$ cat config.mk
export PLATFORM = sky130hd
export DESIGN_NAME = bus_cycle_sequencer
export DESIGN_NICKNAME = d
export VERILOG_FILES = /design/src/rtl/bus_cycle_sequencer.sv
export SDC_FILE = /design/constraint.sdc
export NUM_CORES = 1
export LEC_CHECK = 0
export BUFFER_PORTS_ARGS = -buffer_cell sky130_fd_sc_hd__buf_4
export CAP_MARGIN = 0
export CORE_MARGIN = 1.5
export CORE_UTILIZATION = 52
export CTS_CLUSTER_SIZE = 28
export DETAILED_ROUTE_END_ITERATION = 8
export PLACE_DENSITY_LB_ADDON = 0.1
export SETUP_SLACK_MARGIN = 0.1
export SYNTH_ARGS = -nofsm -noshare
export SYNTH_HDL_FRONTEND = slang
export SYNTH_SLANG_ARGS = --single-unit
$ cat constraint.sdc
create_clock -name clk -period 4.85 [get_ports clk]
set_input_delay 0.485 -clock clk [delete_from_list [all_inputs] [get_ports clk]]
set_output_delay 0.485 -clock clk [all_outputs]
set_load 0.05 [all_outputs]
$ cat src/rtl/bus_cycle_sequencer.sv
// Bus cycle sequencer: arbitrates fetch and data requests
// and runs each access as ADDR_LO, ADDR_HI, DATA on the pin bus.
module bus_cycle_sequencer #(
    parameter int WAIT_MAX = 16
) (
    input  logic        clk,
    input  logic        rst,
    input  logic        fetch_req,
    input  logic [15:0] fetch_addr,
    output logic        fetch_gnt,
    output logic        fetch_done,
    input  logic        mem_req,
    input  logic [15:0] mem_addr,
    input  logic        mem_we,
    input  logic [7:0]  mem_wdata,
    output logic        mem_gnt,
    output logic        mem_done,
    output logic [7:0]  rdata,
    output logic        bus_err,
    input  logic        bus_rdy,
    output logic [7:0]  bus_uo,
    output logic [7:0]  bus_uio_out,
    output logic [7:0]  bus_uio_oe,
    input  logic [7:0]  bus_uio_in,
    output logic [1:0]  bus_phase
);

    localparam logic [1:0] S_IDLE = 2'd0;
    localparam logic [1:0] S_ALO  = 2'd1;
    localparam logic [1:0] S_AHI  = 2'd2;
    localparam logic [1:0] S_DATA = 2'd3;

    localparam logic [7:0] WAIT_LAST = 8'(WAIT_MAX - 1);

    logic [1:0]  state_q, state_d;
    logic [15:0] addr_q, addr_d;
    logic        we_q, we_d;
    logic [7:0]  wdata_q, wdata_d;
    logic        sel_q, sel_d;
    logic        rr_q, rr_d;
    logic [7:0]  wait_q, wait_d;
    logic [7:0]  rdata_q, rdata_d;
    logic        fdone_q, fdone_d;
    logic        mdone_q, mdone_d;
    logic        err_q, err_d;
    logic        fgnt_q, fgnt_d;
    logic        mgnt_q, mgnt_d;
    logic        pick_mem;
    logic        finish;

    // rr_q=1 means mem was granted last, so a tie goes to fetch
    assign pick_mem = mem_req && (!fetch_req || !rr_q);

    // Next-state logic: arbitration, phase sequencing, wait timeout
    always_comb begin
        state_d = state_q;
        addr_d  = addr_q;
        we_d    = we_q;
        wdata_d = wdata_q;
        sel_d   = sel_q;
        rr_d    = rr_q;
        wait_d  = wait_q;
        rdata_d = rdata_q;
        fgnt_d  = fgnt_q;
        mgnt_d  = mgnt_q;
        fdone_d = 1'b0;
        mdone_d = 1'b0;
        err_d   = 1'b0;
        finish  = 1'b0;
        case (state_q)
            S_IDLE: begin
                if (fetch_req || mem_req) begin
                    sel_d   = pick_mem;
                    rr_d    = pick_mem;
                    addr_d  = pick_mem ? mem_addr : fetch_addr;
                    we_d    = pick_mem & mem_we;
                    wdata_d = pick_mem ? mem_wdata : 8'h00;
                    fgnt_d  = !pick_mem;
                    mgnt_d  = pick_mem;
                    state_d = S_ALO;
                end
            end
            S_ALO: state_d = S_AHI;
            S_AHI: begin
                wait_d  = 8'd0;
                state_d = S_DATA;
            end
            default: begin
                if (bus_rdy) begin
                    if (!we_q) rdata_d = bus_uio_in;
                    finish = 1'b1;
                end else if (wait_q == WAIT_LAST) begin
                    if (!we_q) rdata_d = 8'hFF;
                    err_d  = 1'b1;
                    finish = 1'b1;
                end else begin
                    wait_d = wait_q + 8'd1;
                end
            end
        endcase
        if (finish) begin
            fdone_d = !sel_q;
            mdone_d = sel_q;
            fgnt_d  = 1'b0;
            mgnt_d  = 1'b0;
            state_d = S_IDLE;
        end
    end

    // State and bookkeeping registers with synchronous reset
    always_ff @(posedge clk) begin
        if (rst) begin
            state_q <= S_IDLE;
            addr_q  <= 16'h0000;
            we_q    <= 1'b0;
            wdata_q <= 8'h00;
            sel_q   <= 1'b0;
            rr_q    <= 1'b1;
            wait_q  <= 8'd0;
            rdata_q <= 8'h00;
            fdone_q <= 1'b0;
            mdone_q <= 1'b0;
            err_q   <= 1'b0;
            fgnt_q  <= 1'b0;
            mgnt_q  <= 1'b0;
        end else begin
            state_q <= state_d;
            addr_q  <= addr_d;
            we_q    <= we_d;
            wdata_q <= wdata_d;
            sel_q   <= sel_d;
            rr_q    <= rr_d;
            wait_q  <= wait_d;
            rdata_q <= rdata_d;
            fdone_q <= fdone_d;
            mdone_q <= mdone_d;
            err_q   <= err_d;
            fgnt_q  <= fgnt_d;
            mgnt_q  <= mgnt_d;
        end
    end

    // Pin drive decoded from registered state only
    always_comb begin
        bus_uo      = 8'h00;
        bus_uio_out = 8'h00;
        bus_uio_oe  = 8'h00;
        case (state_q)
            S_ALO: begin
                bus_uo      = addr_q[7:0];
                bus_uio_out = {7'b0, we_q};
                bus_uio_oe  = 8'h01;
            end
            S_AHI: begin
                bus_uo      = addr_q[15:8];
                bus_uio_out = {7'b0, we_q};
                bus_uio_oe  = 8'h01;
            end
            S_DATA: begin
                bus_uo = addr_q[7:0];
                if (we_q) begin
                    bus_uio_out = wdata_q;
                    bus_uio_oe  = 8'hFF;
                end
            end
            default: ;
        endcase
    end

    assign bus_phase  = state_q;
    assign fetch_gnt  = fgnt_q;
    assign mem_gnt    = mgnt_q;
    assign fetch_done = fdone_q;
    assign mem_done   = mdone_q;
    assign bus_err    = err_q;
    assign rdata      = rdata_q;

endmodule

==> results of run 1 <==
## path summary, 6_finish.rpt
path	from	slack [ns]	to
max	bus_phase[0]	2.30	bus_uio_out[7]
min	mem_wdata[6]	0.43	wdata_q[6]
max reg2reg	bus_phase[0]	2.45	bus_phase[0]
min reg2reg	sel_q	0.45	fetch_done
## per-stage QoR
stage	cell area, um2	total power, mW	utilization (%)	cells
6_report	3130	1.45	70.9	388
3_5_place_dp	3040	1.21	68.9	380
5_1_grt	3130	1.55	70.9	388
3_3_place_gp	3040	1.19	68.9	380
2_1_floorplan	2410	1.05	-	258
4_1_cts	3130	1.46	70.9	388
## logic make-up (layout without fill, tap and decap cells)
group	Yosys count	after routing	share of synthesized area, %
multiplexers	16	16	6.65
flip-flops	50	50	41.6
AO/OA/AOI/OAI	69	69	22.4
adder cells (fa/ha/maj)	7	7	3.64
buffers and inverters	28	106	6.18
AND/OR/NAND/NOR	88	88	19.5
## sequential cells by signal, indices dropped and copies added, names as in the netlist
name and count:
addr_q 16, rdata 8, wait_q 8, wdata_q 8, bus_phase 2, bus_err 1, fetch_done 1, fetch_gnt 1
mem_done 1, mem_gnt 1, rr_q 1, sel_q 1, we_q 1
## placed cells by master, fill, tap and decap left out, types with 2 or more instances in the layout
cell,count
a21oi_1,6
nand2_1,5
nor4_1,2
buf_4,92
a31oi_1,4
and3_1,2
o21ai_0,5
clkbuf_8,6
a22oi_1,19
a211o_1,2
dfxtp_1,50
nand4_1,3
nor2_1,44
and4b_1,2
mux2i_1,16
nor3b_1,2
ha_1,7
a211oi_1,16
inv_1,6
nor3_1,5
o221a_2,8
and2_1,8
or2_2,2
## final cells by class
type,count,area share [%]
sequential,50,32.0
tap,52,2.08
clock inverter,1,0.160
inverter,6,0.719
multi-input combinational,180,40.3
timing repair buffer,92,22.1
clock buffer,7,2.76
## layer usage
metal  GRT usage, %  up-vias  share of wire, %
met5              0        -                 0
met4           9.01        0               1.1
met3           5.98        6               5.8
met2           35.1       61                47
met1           28.2      985                46
li1               -     1097                 -
## tightest hold or removal path, cell delays in order
cell and delay [ns]:
buf_4 0.08, a22oi_1 0.06, nor2_1 0.07
## report_power, final
group	leakage [nW]	switching [mW]	internal, mW	total, mW
logic	0.902	0.426	0.234	0.660
registers	0.409	0.0544	0.490	0.544
clock network	0.0482	0.135	0.115	0.251
total	1.36	0.616	0.839	1.45
==> metrics.md, run 1 <==
| Metric | Value |
|---|---|
| Yosys cell types | 48 |
| Starting Density | ~55% |
| Multi-input logic area | 1260 um2 |
| Max Cap Violations | 0 |
| Layout area overhead | 30.1% |
| Top cell type's share of synthesized area | 41.6% |
| Worst-Skew Late Latency | 0.30 ns |
| Worst Hold Slack | 0.426 ns |
| Post-synth top flop | dfxtp_1 |
| #FFs+latches synth | 50 |
| Lkg Pwr | 1.36 nW |
| Diodes inserted | 0 |
| H-tree Lvls | 2 |
| Status | complete, no violations |
| Syn_nets | 319 |
| Core Footprint | 4410 um2 |
| Req. time, crit path | ~4.4 ns |
| Vias in the first global route | about 2k |
| Max clock buf depth | 2 |
| Crit path cell chain | inv_1 > ha_1 > and3b_1 > and2_1 > buf_4 |
| Clock Sinks | 50 |
| Placement-stage worst setup slack | 2.51 ns |
| CP delay by family, top | simple AND/OR/NAND/NOR gates |
| Die Wd | 71.0 um |
| Worst Setup End Kind | output pin |
| Final Max Tran Viols | 0 |
| Slowest stage delay, CP | slightly above 0.5 ns |
| Vias per cell | 5.54 |
| TritonCTS clock tree | yes |
| Max Freq | 392 MHz |
| Synth top cells by count | dfxtp_1 (50), nor2_1 (44), a22oi_1 (19) |
| Final Hold Vio Count | 0 |
| Hold path depth | 3 |
| Worst path slowest cell | dfxtp_1 |
| Hold_buf cts | 0 |
| Final Cycle Share | 52.6% |
| Post_cts resized | 0 |
| Yosys warns | 0 |
| Avg Inst Size Synth | 9.33 um2 |
| Largest net degree at the start of global routing | 43 |
| Top Ports | 93 |
| Final wirelength | 5410 um |
| Die area | 5050 um2 |
| Final #Nets | 396 |
| WP data arrival | 2.07 ns |
| Drt first pass iters | 4 |
| Final setup fails | 0 |
| R2R cell count | 5 |
| Yosys top cell by area | dfxtp_1 |
| Clock root buffer master | clkbuf_8 |
| Initial antenna violation count | 0 |
| Via Count | 2,149 |
| Worst-Margin Slew | 1.12 ns |
| Final HPWL DP | approximately 3900 um |
| Main area contributors after synthesis | dfxtp_1 (42%), nor2_1 (6.9%), mux2i_1 (6.7%), a22oi_1 (5.9%), a211oi_1 (5.0%) |
| Hold WC Path Type | primary input to flop |
| Post-synthesis instance total | 258 |
| Worst-path fanout max | 11 |
| Setup TNS | 0 ns |
| Power Density | about 460 nW/um2 |
| Most frequent cell after synthesis | dfxtp_1 |
| FF+latch area | approximately 1000 um2 |
| Cell area after synthesis | 2410 um2 |
| Clk pin slew, worst setup/hold paths | ~0.09 ns |
| Final GP Congestion | between 0.7 and 0.8 |
| Startpoint types | flop |
| Fillers | 352 |
| Row Count | 24 |
| Slew HR | 24.7% |
| GRT Resource Usage Total | a little over a fifth |
| Critical Path Stages | 5 |
| Post-CTS Setup Bufs | 0 |
| Post-synth EDFFs | 0 |
| Register area share after synthesis | 41.6% |
| Worst setup margin | 2.30 ns |
| GR Overflow Total | 0 |
| Vert. Die Dim | 71.0 um |
| Peak supply drop | slightly below 400 uV |
| Clock skew | 0.00294 ns |
| Inserted Clock Buffers | 5 |
| DRC viols | 0 |
| Buffers on Ports | 92 |
| Final ANT Viol Nets | 0 |
| FFs w/ async S/R, synth | 0% |
| Avg WL per Cell | between 10 and 15 um |
| RSZ-0062 raised after global routing | false |
| Share of cells above drive strength 1 | 34.8% |
| Starting DRT DRC Count | 125 |
| First-pass GRT wire length | 8990 um |
| Minimum clock period | about 2.6 ns |
| CP Class | flop to output pin |
| WP buf/inv | 2 |
(Power assumes the default switching activity.)
==> run 2: changes to the inputs <==
--- a/config.mk
+++ b/config.mk
@@ -8,7 +8,7 @@
 export BUFFER_PORTS_ARGS = -buffer_cell sky130_fd_sc_hd__buf_4
 export CAP_MARGIN = 0
 export CORE_MARGIN = 1.5
-export CORE_UTILIZATION = 52
+export CORE_UTILIZATION = 44
 export CTS_CLUSTER_SIZE = 28
 export DETAILED_ROUTE_END_ITERATION = 8
 export PLACE_DENSITY_LB_ADDON = 0.1
==> constraint.sdc (replaced) <==
create_clock -name clk -period 2.2 [get_ports clk]
set_input_delay 0.22 -clock clk [delete_from_list [all_inputs] [get_ports clk]]
set_output_delay 0.22 -clock clk [all_outputs]
set_load 0.05 [all_outputs]
==> run 2 against run 1 <==
Wire length is 2.8% higher. Count of clock-buffer cells in the layout is 1 lower. Power is 120% higher. Setup slack worse by 2.1 ns. Combinational power is 130% higher. Global-route usage is 2.8 points lower. Largest cell class unchanged. Highest routed layer unchanged.
==> metrics.md, run 2 (synthesis results as in run 1) <==
| Metric | Value |
|---|---|
| Status | complete, no violations |
| Avg WL per Cell | about 14 um |
| Reg power frac | 36.9% |
| Hold path depth | 3 |
| Row Count | 26 |
| Most frequent cells in the layout | buf_4 (98), dfxtp_1 (48), nor2_1 (38) |
| Worst setup margin | 0.205 ns |
| H-tree Lvls | 2 |
| GR Overflow Total | 0 |
| Top Ports | 93 |
| GRT Resource Usage Total | 19.2% |
| Placement-stage worst setup slack | 0.364 ns |
| Clock skew | 0.00394 ns |
| Final GP Congestion | 0.822 |
| Commonest non-fill, non-tap cell in the layout | buf_4 |
| Starting DRT DRC Count | 73 |
| Final Hold Vio Count | 0 |
| Hold_buf cts | 0 |
| HP Start | mem_we |
| Drt first pass iters | 4 |
| Layout area overhead | 33.9% |
| Post-Layout Cell Count | 411 |
| Post_cts resized | 0 |
| Hold WC Path Type | primary input to flop |
| Final wirelength | 5560 um |
| Final #Nets | 402 |
| Worst-path fanout max | 5 |
| Biggest register | addr_q |
| Peak supply drop | 576 uV |
| Minimum clock period | between 1.5 and 2 ns |
| Dpl cells | 404 |
| Final HPWL DP | 4060 um |
| Inserted Clock Buffers | 5 |
| Combinational power share | 47.4% |
| Post-CTS Setup Bufs | 0 |
| WP data arrival | 1.78 ns |
| Layout Utilization | 61.9% |
| CP Class | flop to output pin |
| Req. time, crit path | 1.98 ns |
| Vert. Die Dim | just under 80 um |
| Buffers on Ports | 92 |
| Die Wd | 77.0 um |
| Diodes inserted | 0 |
| Critical R2R Launch | bus_phase[0] |
| Max clock buf depth | 2 |
| Worst-Margin Slew | 0.457 ns |
| Slew HR | a little over two thirds |
| Core Footprint | roughly 5200 um2 |
| Clock share of power | 15.7% |
| Worst Hold Slack | 0.168 ns |
| Vias per cell | approximately 5.3 |
| Via Count | roughly 2.2k |
| Slowest stage delay, CP | ~0.38 ns |
| TritonCTS clock tree | yes |
| Final Max Tran Viols | 0 |
| Final ANT Viol Nets | 0 |
| Fillers | 481 |
| Largest net degree at the start of global routing | 43 |
| Worst-Skew Late Latency | 0.30 ns |
| Clock Sinks | 50 |
| Clock root buffer master | clkbuf_8 |
| Power Density | 1010 nW/um2 |
| Max Cap Violations | 0 |
| Post-DP Area | 3140 um2 |
| Max Freq | 501 MHz |
| RSZ-0062 raised after global routing | false |
| Max FFs per register | 16 |
| Startpoint types | flop |
| R2R cell count | 5 |
| Fraction of power spent switching nets | 42.4% |
| Final setup fails | 0 |
| Overall power | 3.26 mW |
| Initial antenna violation count | 0 |
| Reg2reg end | wait_q[3] |
| Vias in the first global route | 2,100 |
| Lkg Pwr | 1.38 nW |
| WHS Endpoint | we_q |
| Setup TNS | 0 ns |
| Share of cells above drive strength 1 | 39.3% |
| Worst path slowest cell | dfxtp_2 |
| First-pass GRT wire length | 9400 um |
| R2r setup slk | 0.34 ns |
| Starting Density | a little under half |
| DRC viols | 0 |
| Final Cycle Share | about nine tenths |
| Cell internal pwr | 1.88 mW |
| Sw power | approximately 1.4 mW |
| Worst Setup End Kind | output pin |
| Clk pin slew, worst setup/hold paths | 0.09 ns |
| Final instance area | 3220 um2 |
| Crit path cell chain | inv_1 > ha_1 > or2_2 > a22oi_1 > nor2_2 > buf_4 |
| Die area | 5920 um2 |
run 2: how the worst max path moves through the flow:
stage / slack [ns] / cells after the start / startpoint / to
after CTS: 0.18 / 6 / bus_phase[1] / bus_uo[7]
final: 0.20 / 6 / bus_phase[1] / bus_uo[7]
after global placement: 0.42 / 5 / bus_phase[0] / wait_q[3]
after global routing: 0.10 / 6 / bus_phase[1] / bus_uo[7]
after floorplan: 0.10 / 4 / bus_phase[0] / bus_uio_out[0]
after detailed placement: 0.36 / 5 / bus_phase[0] / wait_q[3]
run 2: final cells by class:
class	instances	area [um2]	share of cell area, %
clock buffer	6	72.6	2.25
clock inverter	1	7.51	0.233
inverter	6	22.5	0.699
multi-input combinational	180	1290	40.1
sequential	50	1000	31.1
tap	70	87.6	2.72
timing repair buffer	98	736	22.8
run 2: metal layers:
metal / part of all wire (%) / global-route usage [%] / wire, um
met5: 0 / 0 / 0
met1: 43 / 23.3 / 2400
met4: 0.65 / 4.63 / 36
met2: 51 / 34.0 / 2830
met3: 5.3 / 4.40 / 293
run 2: power groups by stage:
stage	clock (mW)	combinational, mW	sequential [mW]
2_1_floorplan	0	1.02	1.33
3_3_place_gp	0	1.54	1.22
3_5_place_dp	0	1.55	1.22
4_1_cts	0.528	1.55	1.20
5_1_grt	0.555	1.69	1.23
6_report	0.513	1.54	1.20
run 2: critical path, delay by kind of cell, from the launching register on:
| family | cells | cell delay (ns) |
|---|---|---|
| and+or+nand+nor | 2 | 0.40 |
| adders and majority gates | 1 | 0.22 |
| buffers and inverters | 2 | 0.29 |
| AOI/OAI and AO/OA | 1 | 0.20 |
| DFF | 1 | 0.38 |
